==> config.mk <==
export PLATFORM = sky130hd
export DESIGN_NAME = mmu_sequencer_flat
export DESIGN_NICKNAME = d
export VERILOG_FILES = /design/src/rtl/mmu_sequencer_if.sv /design/src/rtl/mmu_sequencer.sv /design/src/flat_wrapper.sv
export SDC_FILE = /design/constraint.sdc
export NUM_CORES = 1
export LEC_CHECK = 0
export ABC_AREA = 0
export ABC_CLOCK_PERIOD_IN_PS = 1600
export CAP_MARGIN = 20
export CELL_PAD_IN_SITES_DETAIL_PLACEMENT = 1
export CELL_PAD_IN_SITES_GLOBAL_PLACEMENT = 2
export CORE_UTILIZATION = 30
export CTS_CLUSTER_DIAMETER = 200
export DETAILED_ROUTE_END_ITERATION = 8
export GPL_TIMING_DRIVEN = 1
export PLACE_DENSITY_LB_ADDON = 0.1
export SLEW_MARGIN = 25
export SYNTH_ARGS = -nofsm -noshare
export SYNTH_HDL_FRONTEND = slang
export SYNTH_SLANG_ARGS = --single-unit
export TNS_END_PERCENT = 100
==> constraint.sdc <==
create_clock -name clk -period 1.6 [get_ports clk]
set_input_delay 0.32 -clock clk [delete_from_list [all_inputs] [get_ports clk]]
set_output_delay 0.32 -clock clk [all_outputs]
set_load 0.01 [all_outputs]
==> src/rtl/mmu_sequencer_if.sv <==
// rtl/mmu_sequencer_if.sv - host, memory and feeder signal bundle for mmu_sequencer
interface mmu_sequencer_if;
    logic       start;
    logic       in_valid;
    logic [7:0] in_data;
    logic       in_ready;
    logic       mem_we;
    logic [2:0] mem_addr;
    logic [7:0] mem_wdata;
    logic       mmu_en;
    logic [2:0] mmu_cycle;
    logic       feeder_done;
    logic       out_valid;
    logic [2:0] out_idx;
    logic       busy;
    logic       err;

    modport master (
        input  start, in_valid, in_data, feeder_done,
        output in_ready, mem_we, mem_addr, mem_wdata, mmu_en, mmu_cycle,
               out_valid, out_idx, busy, err
    );

    modport slave (
        output start, in_valid, in_data, feeder_done,
        input  in_ready, mem_we, mem_addr, mem_wdata, mmu_en, mmu_cycle,
               out_valid, out_idx, busy, err
    );
endinterface

==> src/rtl/mmu_sequencer.sv <==
// rtl/mmu_sequencer.sv - load/compute/drain job sequencer for the matrix unit feeder
module mmu_sequencer #(
    parameter int LOAD_BYTES  = 8,
    parameter int DRAIN_BYTES = 8,
    parameter int TIMEOUT     = 16
) (
    input  logic          clk,
    input  logic          rst,
    mmu_sequencer_if.master bus
);
    localparam int WW = $clog2(TIMEOUT + 1);

    typedef enum logic [1:0] {IDLE, LOAD, COMPUTE, DRAIN} state_t;

    state_t        state, state_nx;
    logic [2:0]    byte_cnt;
    logic [WW-1:0] watchdog;
    logic          accept, last_byte, timeout_hit, last_out, active, active_nx;
    logic          mem_we_q, err_q;
    logic [2:0]    mem_addr_q, mmu_cycle_q, out_idx_q;
    logic [7:0]    mem_wdata_q;

    assign accept      = (state == LOAD) && bus.in_valid;
    assign last_byte   = (byte_cnt == 3'(LOAD_BYTES - 1));
    assign timeout_hit = (watchdog == WW'(TIMEOUT - 1));
    assign last_out    = (out_idx_q == 3'(DRAIN_BYTES - 1));
    assign active      = (state == COMPUTE) || (state == DRAIN);
    assign active_nx   = (state_nx == COMPUTE) || (state_nx == DRAIN);

    always_ff @(posedge clk or posedge rst) begin
        if (rst) state <= IDLE;
        else     state <= state_nx;
    end

    always_comb begin
        state_nx      = state;
        bus.in_ready  = 1'b0;
        bus.mmu_en    = 1'b0;
        bus.out_valid = 1'b0;
        bus.busy      = (state != IDLE);
        case (state)
            IDLE:    if (bus.start) state_nx = LOAD;
            LOAD: begin
                bus.in_ready = 1'b1;
                if (accept && last_byte) state_nx = COMPUTE;
            end
            COMPUTE: begin
                bus.mmu_en = 1'b1;
                // a result arriving on the final watchdog cycle still counts
                if (bus.feeder_done)  state_nx = DRAIN;
                else if (timeout_hit) state_nx = IDLE;
            end
            DRAIN: begin
                bus.mmu_en    = 1'b1;
                bus.out_valid = 1'b1;
                if (last_out) state_nx = IDLE;
            end
            default: state_nx = IDLE;
        endcase
    end

    always_ff @(posedge clk or posedge rst) begin
        if (rst) begin
            byte_cnt    <= '0;
            watchdog    <= '0;
            mem_we_q    <= 1'b0;
            mem_addr_q  <= '0;
            mem_wdata_q <= '0;
            mmu_cycle_q <= '0;
            out_idx_q   <= '0;
            err_q       <= 1'b0;
        end else begin
            mem_we_q <= accept;
            if (accept) begin
                mem_addr_q  <= byte_cnt;
                mem_wdata_q <= bus.in_data;
                byte_cnt    <= byte_cnt + 3'd1;
            end
            if (state == IDLE && bus.start) begin
                byte_cnt <= '0;
                err_q    <= 1'b0;
            end
            if (state == COMPUTE && !bus.feeder_done && timeout_hit) err_q <= 1'b1;
            watchdog    <= (state == COMPUTE) ? watchdog + WW'(1) : '0;
            // cycle index runs unbroken from COMPUTE entry through the whole drain
            mmu_cycle_q <= (active && active_nx) ? mmu_cycle_q + 3'd1 : 3'd0;
            out_idx_q   <= (state == DRAIN && state_nx == DRAIN) ? out_idx_q + 3'd1 : 3'd0;
        end
    end

    assign bus.mem_we    = mem_we_q;
    assign bus.mem_addr  = mem_addr_q;
    assign bus.mem_wdata = mem_wdata_q;
    assign bus.mmu_cycle = mmu_cycle_q;
    assign bus.out_idx   = out_idx_q;
    assign bus.err       = err_q;
endmodule

==> src/flat_wrapper.sv <==
// flat-port wrapper written by rule: the top's interface ports become plain ports
module mmu_sequencer_flat 
#(
    parameter int LOAD_BYTES  = 8,
    parameter int DRAIN_BYTES = 8,
    parameter int TIMEOUT     = 16
)
  (clk, rst, bus_start, bus_in_valid, bus_in_data, bus_feeder_done, bus_in_ready, bus_mem_we, bus_mem_addr, bus_mem_wdata, bus_mmu_en, bus_mmu_cycle, bus_out_valid, bus_out_idx, bus_busy, bus_err);
  mmu_sequencer_if bus_i ();
  input  logic clk;
  input  logic rst;
  input wire logic [$bits(bus_i.start)-1:0] bus_start;
  input wire logic [$bits(bus_i.in_valid)-1:0] bus_in_valid;
  input wire logic [$bits(bus_i.in_data)-1:0] bus_in_data;
  input wire logic [$bits(bus_i.feeder_done)-1:0] bus_feeder_done;
  output wire logic [$bits(bus_i.in_ready)-1:0] bus_in_ready;
  output wire logic [$bits(bus_i.mem_we)-1:0] bus_mem_we;
  output wire logic [$bits(bus_i.mem_addr)-1:0] bus_mem_addr;
  output wire logic [$bits(bus_i.mem_wdata)-1:0] bus_mem_wdata;
  output wire logic [$bits(bus_i.mmu_en)-1:0] bus_mmu_en;
  output wire logic [$bits(bus_i.mmu_cycle)-1:0] bus_mmu_cycle;
  output wire logic [$bits(bus_i.out_valid)-1:0] bus_out_valid;
  output wire logic [$bits(bus_i.out_idx)-1:0] bus_out_idx;
  output wire logic [$bits(bus_i.busy)-1:0] bus_busy;
  output wire logic [$bits(bus_i.err)-1:0] bus_err;
  assign bus_i.start = bus_start;
  assign bus_i.in_valid = bus_in_valid;
  assign bus_i.in_data = bus_in_data;
  assign bus_i.feeder_done = bus_feeder_done;
  assign bus_in_ready = bus_i.in_ready;
  assign bus_mem_we = bus_i.mem_we;
  assign bus_mem_addr = bus_i.mem_addr;
  assign bus_mem_wdata = bus_i.mem_wdata;
  assign bus_mmu_en = bus_i.mmu_en;
  assign bus_mmu_cycle = bus_i.mmu_cycle;
  assign bus_out_valid = bus_i.out_valid;
  assign bus_out_idx = bus_i.out_idx;
  assign bus_busy = bus_i.busy;
  assign bus_err = bus_i.err;
  mmu_sequencer #(.LOAD_BYTES(LOAD_BYTES), .DRAIN_BYTES(DRAIN_BYTES), .TIMEOUT(TIMEOUT)) u_core (.clk(clk), .rst(rst), .bus(bus_i));
endmodule
Word-level counts from Yosys, hierarchy flattened
Cells that the tools add are included.
- register bits: 29
- input bits: 13
- output and inout bits: 23
- add/sub/neg operators: 4
- equal/unequal tests: 8
- multiplexer cells: 16
- reduce and logical (&&, ||, !) cells: 15
- operators with widths (kind ; count):
    2-to-1 mux 3 bit ; 4
    2-to-1 mux 2 bit ; 5
    adder 3 x 1 -> 3 bit, second input constant ; 3
    == test 2 bit, second input constant ; 4
    one-hot mux 2 bit (4 select lines) ; 1
    logical AND 1 bit ; 7
    == test 3 bit, second input constant ; 2
    nonzero test 2 bit ; 3
    adder 5 x 1 -> 5 bit, second input constant ; 1
    == test 5 x 4 -> 1 bit, second input constant ; 1
    2-to-1 mux 1 bit ; 5
    2-to-1 mux 5 bit ; 1
    == test 2 x 1 -> 1 bit, second input constant ; 1
    zero test 2 bit ; 1
    logical OR 1 bit ; 2
    OR reduction 2 bit ; 1
    zero test 1 bit ; 1

Longest topological paths before layout
Gate-level depths: netlist of the first run.
- word-level depth: 9
- gate-level depth with buffers: 6
- gate-level depth less buffers: 6

Worst setup path after synthesis of the first run
No wires, ideal clock.
- path kind: reg-to-reg
- from: reg u_core.watchdog[0]
- to: reg u_core.mmu_cycle_q[2] (netlist: u_core.bus.mmu_cycle[2])
- setup time: 0.072 ns
- data arrival time: 1.348 ns
- data required time: 1.528 ns
- setup slack: 0.181 ns
- stages on the path, launching flop included: 7
- cell sequence: dfrtp_1 -> ha_1 -> and3_1 -> ha_1 -> nor3b_1 -> nand3b_1 -> nor2_1
- word-level cells in the longest chain between the ends: 8
- elaborated cells on any way between the ends: 9
- classes of those cells: eq/ne (3); mux (4); reduce/logical (2)
- RTL lines (element ; RTL line ; source):
    from (decl) ; mmu_sequencer.sv:17 ; logic [WW-1:0] watchdog;
    from (signal assigned) ; mmu_sequencer.sv:84 ; watchdog <= (state == COMPUTE) ? watchdog + WW'(1) : '0;
    == test 5 x 4 -> 1 bit (*) ; mmu_sequencer.sv:25 ; assign timeout_hit = (watchdog == WW'(TIMEOUT - 1));
    2-to-1 mux 2 bit (*) ; mmu_sequencer.sv:51 ; else if (timeout_hit) state_nx = IDLE;
    2-to-1 mux 2 bit (*) ; mmu_sequencer.sv:50 ; if (bus.feeder_done) state_nx = DRAIN;
    one-hot mux 2 bit (4 select lines) (*) ; mmu_sequencer.sv:41 ; case (state)
    == test 2 bit ; mmu_sequencer.sv:28 ; assign active_nx = (state_nx == COMPUTE) || (state_nx == DRAIN);
    logical OR 1 bit (*) ; mmu_sequencer.sv:28 ;
    logical AND 1 bit (*) ; mmu_sequencer.sv:86 ; mmu_cycle_q <= (active && active_nx) ? mmu_cycle_q + 3'd1 : 3'd0;
    2-to-1 mux 3 bit (*) ; mmu_sequencer.sv:86 ;
    to (signal assigned) ; mmu_sequencer.sv:86 ;
    to (decl) ; mmu_sequencer.sv:20 ; logic [2:0] mem_addr_q, mmu_cycle_q, out_idx_q;
Every way passes the cells marked *; elsewhere a longest branch is shown, timed or not.
A chain may end at the register's enable or synchronous reset.

Worst setup path after layout of the first run
- from: reg u_core.state[1]
- to: out bus_mmu_en
- word-level cells in the longest chain between the ends: 3
- elaborated cells on any way between the ends: 4
- classes of those cells: eq/ne (2); mux (1); reduce/logical (1)
- RTL lines (element ; RTL line ; source):
    from (decl) ; mmu_sequencer.sv:15 ; state_t state, state_nx;
    from (signal assigned) ; mmu_sequencer.sv:32 ; else state <= state_nx;
    == test 2 bit ; mmu_sequencer.sv:41 ;
    OR reduction 2 bit (no source line) (*) ; - ;
    2-to-1 mux 1 bit (*) ; mmu_sequencer.sv:41 ;
    to (decl) ; flat_wrapper.sv:20 ; output wire logic [$bits(bus_i.mmu_en)-1:0] bus_mmu_en;
Marks and branches as above.

==> impl_results.md, run 1 <==
- R2R Path End: u_core.bus.mmu_cycle[1]$_DFF_PP0_
- Total of warnings raised by yosys: 0
- Final slew viol count: 0
- Yosys top cell by area: sky130_fd_sc_hd__dfrtp_1
- Required time of the worst setup path: 1.28 ns
- Via count normalized by instance count: 4.623
- Count of clock tree sinks: 29
- H-tree levels: 2
- Count of buffering cells on the critical path with inverters included: 3
- Post-DP HPWL: 2081 um
- Biggest area contributors in the synthesized netlist: sky130_fd_sc_hd__dfrtp_1 55%, sky130_fd_sc_hd__mux2_4 10%, sky130_fd_sc_hd__ha_1 6.6%, sky130_fd_sc_hd__nor2_1 3.4%, sky130_fd_sc_hd__nand2_1 2.6%
- Number of hold-repair buffers added at the cts stage: 0
- Hold Violations, Final: 0
- Time the final worst path needs with I/O delays and setup: 1.554 ns
- Flops & latches, synth: 29
- Clock buffers created by TritonCTS: 5
- Max Fanout on Critical Path: 4
- Cell with the most instances after synthesis: sky130_fd_sc_hd__dfrtp_1
- Core utilization of the finished layout: 46.15%
- Mean area per synthesized cell: 12.03 um^2
- Worst setup EP type: output pin
- Part of the total power dissipated in sequential elements: between 30% and 40%
- Critical R2R Launch: u_core.watchdog[0]$_DFF_PP0_
- GRT Overall Usage: 14.38%
- Detail Route Antenna Nets: 0
- Count of input and output buffers: 35
- Worst slew margin relative to its limit: 74.98%
- TritonRoute pass-1 iters: 4
- Critical path startpoint: u_core.state[1]$_DFF_PP0_
- DRC violations left: 0
- Most Frequent Cell on Critical Path: sky130_fd_sc_hd__buf_4
- Maximum number of pins on one net before global-route repair: 30
- Remaining Overflow, GRT: 0
- Worst-skew pair later-pin latency: 0.27 ns
- Nets: 181
- Distinct cells, synth: 30
- Dominant synthesized flop cell: sky130_fd_sc_hd__dfrtp_1
- Post-Syn Area: about 1300 um^2
- Worst Hold Class: in2async
- Number of antenna violations at the first check in global routing: 0
- Crit-path max cell delay: 0.41 ns
- Final routed wire length divided by cell count: 13.58 um
- Initial DRC count: between 90 and 100
- Async SR Flop Fraction: 100.0%
- Switching power summed over all nets: 1.017 mW
- Number of stages on the worst setup path: 3
- Combined area of the multi-input logic cells: approximately 560 um^2
- Sequential cell area: slightly above 700 um^2
- List of cells traversed by the critical path: buf_4 -> buf_4 -> dlygate4sd2_1
- Antenna cell count: 0
- Largest delay share family, worst path: buffers and inverters
- Clock buffer depth: 2
- Largest vdd supply drop: 0.7386 mV
- Final period util: 97.11%
- Max-Cap Viols: 0
- Run status: complete, no violations
- Core outline area: 4115 um^2
- Row count: 23
- Worst Reg2Reg Path Length in Cells: 6
- Area growth syn-to-layout: 43.48%
- Post-Route WL: 2879 um
- Share of power burned in the clock network: 17.3%
- Net count after synthesis: 130
- Clk Tree Root Cell: sky130_fd_sc_hd__clkbuf_8
- I/O pin cnt: 36
- Global-route wire length before repair: 4685 um
- Reg-to-reg setup timing slack: approximately 0.12 ns
- Clock skew after layout: 0.004403 ns
- TritonCTS clock tree: yes
- Pwr Density: 1699 nW/um^2
- Effective utilization at floorplan: 32.17%
- Static power due to leakage: 0.8916 nW
- Share of cells above drive strength 1: roughly 25%
- Die width: 68.43 um
- Total Power Consumption: ~3.2 mW
- Vias in the first global route: 1029
- Switching Share: 31.52%
- Cell at the slowest stage of the critical path: sky130_fd_sc_hd__dfrtp_1
- Fmax: 0.6436 GHz
- Y dimension of the die: 68.43 um
- Worst slew pin tran: ~0.38 ns
- Power Internal: 2.210 mW
- Number of fillers in the final layout: ~450
- Arrival @ worst endpoint: between 1 and 1.5 ns
- Most frequent cells after synthesis: 29 x sky130_fd_sc_hd__dfrtp_1, 12 x sky130_fd_sc_hd__nor2_1, 9 x sky130_fd_sc_hd__mux2_4, 9 x sky130_fd_sc_hd__nand2_1, 7 x sky130_fd_sc_hd__ha_1
- Category of the most critical setup path: reg2out
- Number of enable-type register cells in the synthesized netlist: 0
- Combinational power share: 45.3%
- Clock slew at reported path FFs: 0.06 ns
- Total via count in the routed design: 980
- Total of endpoints with negative setup slack in the final report: 0
- Synth top area share: 54.82%
- Hold Worst Slack: 0.4167 ns
- Routability cong.: 0.7426
- Instance count of the mapped netlist: 110
- Share of the yosys chip area belonging to registers: 54.82%
- Kind of launch point of the worst setup path: flip-flop
- Die area: 4682 um^2
[logic make-up (layout without fill, tap and decap cells)]
kind of cell / after synthesis / count (layout) / synth area share, %
AO/OA/AOI/OAI: 7 / 7 / 3.592
AND/OR/NAND/NOR: 41 / 41 / 16.26
buffers and inverters: 11 / 63 / 4.064
adder cells (fa/ha/maj): 7 / 7 / 6.616
XOR/XNOR: 3 / 3 / 1.985
flip-flops: 29 / 29 / 54.82
multiplexers: 12 / 12 / 12.67
[per-stage QoR]
step | setup WS [ns] | instance area (um^2) | instances | setup TNS (ns)
2_1_floorplan | 0.1806 | 1324 | 110 | 0
5_1_grt | -0.003905 | 1899 | 212 | -0.006535
4_1_cts | 0.01133 | 1864 | 209 | 0
3_5_place_dp | -0.01157 | 1758 | 197 | -0.01344
6_report | 0.04618 | 1899 | 212 | 0
3_3_place_gp | 0.03891 | 1758 | 197 | 0
[cell usage in the layout, fill, tap and decap left out, types with 4 or more instances in the layout]
cell type and n:
sky130_fd_sc_hd__nand3_1 4, sky130_fd_sc_hd__nand2_1 8, sky130_fd_sc_hd__clkdlybuf4s50_1 31, sky130_fd_sc_hd__nand2b_1 4, sky130_fd_sc_hd__clkbuf_8 5, sky130_fd_sc_hd__inv_1 6
sky130_fd_sc_hd__dfrtp_1 29, sky130_fd_sc_hd__ha_1 5, sky130_fd_sc_hd__mux2_4 9, sky130_fd_sc_hd__nor2_1 12, sky130_fd_sc_hd__buf_4 14
[worst reg2reg max path, cell delays in order, from the launching register on]
cell and delay (ns):
sky130_fd_sc_hd__dfrtp_1 0.40, sky130_fd_sc_hd__ha_2 0.18, sky130_fd_sc_hd__and3_4 0.18, sky130_fd_sc_hd__ha_2 0.17, sky130_fd_sc_hd__nor3b_2 0.15, sky130_fd_sc_hd__nand3b_1 0.20, sky130_fd_sc_hd__nor2_1 0.13
[layout make-up]
| class | count | area share [%] |
|---|---|---|
| multi-input combinational | 70 | 29.58 |
| timing repair buffer | 49 | 23.52 |
| inverter | 6 | 1.186 |
| sequential | 29 | 38.21 |
| tap | 50 | 3.294 |
| clock buffer | 8 | 4.216 |
[registers in the layout (all words and copies together), names as in the netlist]
name,flops
u_core.state,2
u_core.bus.mem_wdata,8
u_core.bus.mem_addr,3
u_core.byte_cnt,3
u_core.bus.mmu_cycle,3
u_core.watchdog,5
u_core.bus.mem_we,1
u_core.bus.out_idx,3
u_core.bus.err,1
[routing by layer]
layer  global-route usage (%)  vias to the layer above  share of wire (%)
met1                    16.48                      489                 41
met2                    23.28                       23                 51
met4                    8.594                        0                2.2
li1                         -                      461                  -
met3                    4.500                        7                5.2
met5                        0                        -                  0
[worst max path at each step]
stage | to | slack (ns)
2_1_floorplan | u_core.bus.mmu_cycle[2]$_DFF_PP0_ | 0.18
3_3_place_gp | u_core.bus.mem_wdata[4]$_DFFE_PP0P_ | 0.04
3_5_place_dp | u_core.bus.mem_wdata[0]$_DFFE_PP0P_ | -0.01
4_1_cts | bus_out_valid | 0.01
5_1_grt | bus_out_valid | -0.004
6_report | bus_mmu_en | 0.05
[power groups by stage]
stage / clock (mW) / combinational, mW / sequential (mW)
2_1_floorplan: 0 / 0.662 / 1.29
3_3_place_gp: 0 / 1.36 / 1.22
3_5_place_dp: 0 / 1.42 / 1.23
4_1_cts: 0.580 / 1.46 / 1.21
5_1_grt: 0.615 / 1.61 / 1.25
6_report: 0.559 / 1.46 / 1.21
[repair_timing]
action	CTS	global route
buffers inserted	4	3
endpoints found under the setup margin	4	4
resized for setup	5	6
hold endpoints to repair	0	0
pin swaps	0	2
(Power assumes the default switching activity.)
==> run 2, diff against run 1 <==
Settings changed: HOLD_SLACK_MARGIN set to 0.06.
==> results of run 2 <==
No change in the layout: final DEF, timing and power equal those of run 1.
==> run 3, diff against run 2 <==
Settings changed: ABC_CLOCK_PERIOD_IN_PS 1600 to unset.
==> results of run 3 <==
No change in the layout: final DEF, timing and power equal those of run 1.
